### src/rtl/timer_pkg.sv
// Shared definitions for the up-counting interval timer: control FSM
// state encodings and the default counter width.
package timer_pkg;

  typedef enum logic [1:0] {
    ST_IDLE = 2'b00,
    ST_RUN  = 2'b01,
    ST_DONE = 2'b10
  } state_t;

  localparam int TIMER_BITS = 9;

endpackage : timer_pkg

### src/rtl/up_counter_tff.sv
// Loadable up counter built from per-bit T flip-flops with a ripple toggle
// chain: bit i toggles when enabled and every lower bit is 1. Load wins
// over counting.
module up_counter_tff #(
  parameter int BITS = 9
) (
  input  logic            clk,
  input  logic            rst_n,
  input  logic            en,
  input  logic            load_en,
  input  logic [BITS-1:0] data,
  output logic [BITS-1:0] q
);

  logic [BITS-1:0] t;

  assign t[0] = en;

  genvar gi;
  generate
    for (gi = 1; gi < BITS; gi++) begin : g_toggle_chain
      assign t[gi] = t[gi-1] & q[gi-1];
    end

    for (gi = 0; gi < BITS; gi++) begin : g_tff
      // One T flip-flop per bit; a synchronous load overrides the toggle.
      always_ff @(posedge clk or negedge rst_n) begin
        if (!rst_n) begin
          q[gi] <= 1'b0;
        end else if (load_en) begin
          q[gi] <= data[gi];
        end else if (t[gi]) begin
          q[gi] <= ~q[gi];
        end
      end
    end
  endgenerate

endmodule : up_counter_tff

### src/rtl/up_timer_tff.sv
// Up-counting interval timer: counts from a latched start value to a
// latched target, pulses tick on each match, and either stops (one-shot)
// or reloads the start value (periodic). mode is sampled live every cycle.
module up_timer_tff
  import timer_pkg::*;
#(
  parameter int BITS = TIMER_BITS
) (
  input  logic            clk,
  input  logic            rst_n,
  input  logic            start,
  input  logic            abort,
  input  logic            mode,
  input  logic [BITS-1:0] start_val,
  input  logic [BITS-1:0] target,
  output logic [BITS-1:0] count,
  output logic            busy,
  output logic            tick,
  output logic            done
);

  state_t          state_reg, state_next;
  logic [BITS-1:0] start_q, start_q_next;
  logic [BITS-1:0] target_q, target_q_next;
  logic            busy_reg, busy_next;
  logic            tick_reg, tick_next;
  logic            done_reg, done_next;
  logic            cnt_en, cnt_load;
  logic [BITS-1:0] cnt_data;
  logic            match;

  up_counter_tff #(.BITS(BITS)) u_counter (
    .clk     (clk),
    .rst_n   (rst_n),
    .en      (cnt_en),
    .load_en (cnt_load),
    .data    (cnt_data),
    .q       (count)
  );

  // The only comparator in the design: terminal-count equality.
  assign match = (count == target_q);

  // State and control registers; cleared immediately by rst_n.
  always_ff @(posedge clk or negedge rst_n) begin
    if (!rst_n) begin
      state_reg <= ST_IDLE;
      start_q   <= '0;
      target_q  <= '0;
      busy_reg  <= 1'b0;
      tick_reg  <= 1'b0;
      done_reg  <= 1'b0;
    end else begin
      state_reg <= state_next;
      start_q   <= start_q_next;
      target_q  <= target_q_next;
      busy_reg  <= busy_next;
      tick_reg  <= tick_next;
      done_reg  <= done_next;
    end
  end

  // Next state, counter control and output register inputs.
  // abort beats start; start (re)loads from any state, including RUN.
  always_comb begin
    state_next    = state_reg;
    start_q_next  = start_q;
    target_q_next = target_q;
    busy_next     = busy_reg;
    tick_next     = 1'b0;
    done_next     = done_reg;
    cnt_en        = 1'b0;
    cnt_load      = 1'b0;
    cnt_data      = start_val;

    if (abort) begin
      state_next = ST_IDLE;
      busy_next  = 1'b0;
      done_next  = 1'b0;
    end else if (start) begin
      cnt_load      = 1'b1;
      cnt_data      = start_val;
      start_q_next  = start_val;
      target_q_next = target;
      state_next    = ST_RUN;
      busy_next     = 1'b1;
      done_next     = 1'b0;
    end else begin
      case (state_reg)
        ST_RUN: begin
          if (match) begin
            tick_next = 1'b1;
            if (mode) begin
              cnt_load = 1'b1;
              cnt_data = start_q;
            end else begin
              state_next = ST_DONE;
              busy_next  = 1'b0;
              done_next  = 1'b1;
            end
          end else begin
            cnt_en = 1'b1;
          end
        end
        default: begin
          // IDLE and DONE hold count and flags; tick stays low.
        end
      endcase
    end
  end

  assign busy = busy_reg;
  assign tick = tick_reg;
  assign done = done_reg;

endmodule : up_timer_tff

### config.mk
export PLATFORM = sky130hd
export DESIGN_NAME = up_timer_tff
export DESIGN_NICKNAME = d
export VERILOG_FILES = /design/src/rtl/timer_pkg.sv /design/src/rtl/up_counter_tff.sv /design/src/rtl/up_timer_tff.sv
export SDC_FILE = /design/constraint.sdc
export NUM_CORES = 1
export LEC_CHECK = 0
export BUFFER_PORTS_ARGS = -buffer_cell sky130_fd_sc_hd__buf_2
export CORE_ASPECT_RATIO = 1.25
export CORE_MARGIN = 5
export CORE_UTILIZATION = 53
export DETAILED_ROUTE_END_ITERATION = 7
export PLACE_DENSITY = 0.74
export SLEW_MARGIN = 30
export SYNTH_ARGS = -nofsm -noshare
export SYNTH_HDL_FRONTEND = slang
export SYNTH_SLANG_ARGS = --single-unit
### constraint.sdc
create_clock -name clk -period 2.02 [get_ports clk]
set_input_delay 0.505 -clock clk [delete_from_list [all_inputs] [get_ports clk]]
set_output_delay 0.505 -clock clk [all_outputs]
set_load 0.01 [all_outputs]
==> impl_metrics.json <==
{
  "track_usage_pct": 17.9,
  "synth.avg_cell_area_um2": 12.9,
  "cp_data_arrival_time_ns": 2.14,
  "ant_nets": 0,
  "dr.pass1.iters": 4,
  "grt_pass1_vias": 1196,
  "ios": 35,
  "die_h_um": 71.4,
  "r2r_setup_slack_ns": 0.13,
  "htree_levels": 2,
  "via_per_inst": 5.36,
  "grt_pass1_wl_mm": 5.59,
  "drc": 0,
  "cts_inserted_buffers": 5,
  "wirelength_mm": 3.22,
  "layout_min_cycle_time_ns": 1.89,
  "rsz0062_at_grt": "yes",
  "synth_area_leaders": "dfrtp_1 (47%), mux2_2 (13%), mux2i_1 (11%), xnor2_1 (7.7%), nor3b_2 (1.6%)",
  "synth-simple-area-share_pct": 14.8,
  "crit_path_start_kind": "flop",
  "port_buffers": 34,
  "synth_seq_cells": 30,
  "fin_crit_sh_pct": 93.7,
  "setup.worst_path.end_class": "flop",
  "antenna_found_initial": 0,
  "vdd_drop_max_uv": 677,
  "grt_overflow": 0,
  "cp_max_fo": 4,
  "gp_congestion": 0.767,
  "drv_cap": 0,
  "muxShareOfSynthArea_pct": 24.0,
  "ys_async_sr_fraction_pct": 100,
  "netlist_instances": 124,
  "synth_top_family_by_area": "multiplexers",
  "status": "complete, no violations",
  "cellLeakagePower_nw": 0.920,
  "ys_types": 35,
  "r2r-end": "u_counter.q[8]$_DFFE_PN0P_",
  "min_path_type": "input pin to async pin",
  "reg2reg_from": "target_q[7]$_DFFE_PN0P_",
  "final_core_utilization_pct": 66.6,
  "rows": 22,
  "max_freq_ghz": 0.528,
  "yosysWarningCount": 0,
  "die_x_um": 59.1,
  "post_drt_wl_per_cell_um": 15.6,
  "num_vias": 1109,
  "cts_sinks": 30,
  "setup_viol": 0,
  "layout_commonest_cell": "buf_2",
  "yosysSeqAreaShare_pct": 47.0,
  "insertion_delay_ns": 0.33,
  "crit_required_ns": 2.27,
  "final_cell_mix": "buf_2 (34), dfrtp_1 (30), mux2_2 (18), mux2i_1 (18), xnor2_1 (14)",
  "yosysTopAreaCellShare_pct": 47.0,
  "antennaDiodeCount": 0,
  "power_density_nw_per_um2": 833,
  "synth_compound_area_share_pct": 2.58,
  "max-slew-margin-rel_pct": 55.4,
  "worst_pin_slew_ns": 0.670,
  "initial_core_util_pct": 54.8,
  "slew_violations": 0,
  "synth_area_um2": 1600,
  "hold_slack_ns": 0.206,
  "criticalPathCategory": "flop to flop",
  "core_area_um2": 2920,
  "ys.flop_type": "dfrtp_1",
  "die_area_um2": 4220,
  "cts_hold_buf": 0,
  "synthAdderAreaFrac_pct": 0,
  "synth_edf_count": 0,
  "cts.path.max_buffers": 2,
  "clk_transition_reported_paths_ns": 0.09,
  "drive_gt1_share_pct": 48.5,
  "cts_tree": "built",
  "largestRegisters": "start_q (9), target_q (9), u_counter.q (9)",
  "hold_violations": 0,
  "postCtsSetupBuffers": 0,
  "ff2ff_path_depth": 6,
  "grt_start_max_net_pins": 31,
  "finClkSkew_ns": 0.00709,
  "drt_iter0_markers": 21,
  "syn_nets": 147,
  "post-synth-top-area-cell": "dfrtp_1",
  "area_growth_pct": 21.6,
  "nFillCells": 245,
  "nets": 193,
  "dpl.hpwl_mm": 2.41,
  "root_buffer": "clkbuf_4",
  "synth-xor-area-share_pct": 8.77
}
-- synthesized netlist by cell type (all sizes together) (3+ instances only) --
| master | instances |
|---|---|
| dfrtp | 30 |
| xnor2 | 14 |
| nand2 | 3 |
| nor2b | 3 |
| nor3 | 4 |
| mux2 | 18 |
| nand3 | 3 |
| nor2 | 6 |
| mux2i | 18 |
| buf | 4 |
-- logic make-up after synthesis --
logic type,Yosys count
compound gates,5
xor+xnor,16
buf+inv,7
flops,30
mux,36
simple gates,30
-- layout make-up --
type / instances / area [um2] / area share (%)
Clock buffer: 8 / 78.8 / 4.06
Inverter: 2 / 7.51 / 0.386
Multi-Input combinational cell: 88 / 820 / 42.2
Sequential cell: 30 / 751 / 38.6
Tap cell: 36 / 45.0 / 2.32
Timing Repair Buffer: 43 / 241 / 12.4
-- through the flow --
stage / TNS, ns / cells / worst slack, ns / cell area [um2] / power (W)
3_5_place_dp: 0 / 198 / 0.0558 / 1840 / 0.00119
3_3_place_gp: 0 / 198 / 0.0966 / 1840 / 0.00117
5_1_grt: -0.00119 / 207 / -0.00119 / 1940 / 0.00173
4_1_cts: 0 / 206 / 0.0349 / 1920 / 0.00164
6_report: 0 / 207 / 0.127 / 1940 / 0.00162
2_1_floorplan: 0 / 124 / 0.245 / 1600 / 0.00101
-- critical path, cell delays in order (launching register included) --
cell      delay (ns)
dfrtp_1         0.40
nor2b_1         0.14
a2111o_1        0.44
nor3_4          0.23
a21oi_2         0.17
nor2_4          0.23
mux2i_1         0.21
-- power by group --
group	switching, W	internal (W)	total [W]
registers	0.0000661	0.000691	0.000757
logic	0.000205	0.000216	0.000421
clock network	0.000204	0.000238	0.000441
total	0.000475	0.00114	0.00162
-- routing by layer --
| metal | part of all wire [%] | routed length, um | GRT usage (%) | vias up |
|---|---|---|---|---|
| li1 | - | - | - | 537 |
| met4 | 3.6 | 115 | 10.1 | 0 |
| met1 | 39 | 1260 | 20.3 | 533 |
| met3 | 4.3 | 140 | 5.77 | 11 |
| met2 | 53 | 1700 | 29.0 | 28 |
| met5 | 0 | 0 | 0 | - |
-- how the worst max path moves through the flow --
stage / from / to / depth (start not counted)
floorplan: abort / start_q[2]$_DFFE_PN0P_ / 5
global placement: start / u_counter.q[6]$_DFFE_PN0P_ / 7
detailed placement: target_q[7]$_DFFE_PN0P_ / u_counter.q[1]$_DFFE_PN0P_ / 6
CTS: target_q[7]$_DFFE_PN0P_ / u_counter.q[8]$_DFFE_PN0P_ / 6
global route: target_q[7]$_DFFE_PN0P_ / u_counter.q[1]$_DFFE_PN0P_ / 6
finish: target_q[7]$_DFFE_PN0P_ / u_counter.q[8]$_DFFE_PN0P_ / 6
-- repair_timing --
item                                    4_1_cts  5_1_grt
resized for setup                             0        2
endpoints found under the setup margin        0        8
hold endpoints to repair                      0        0
(Power assumes the default switching activity.)
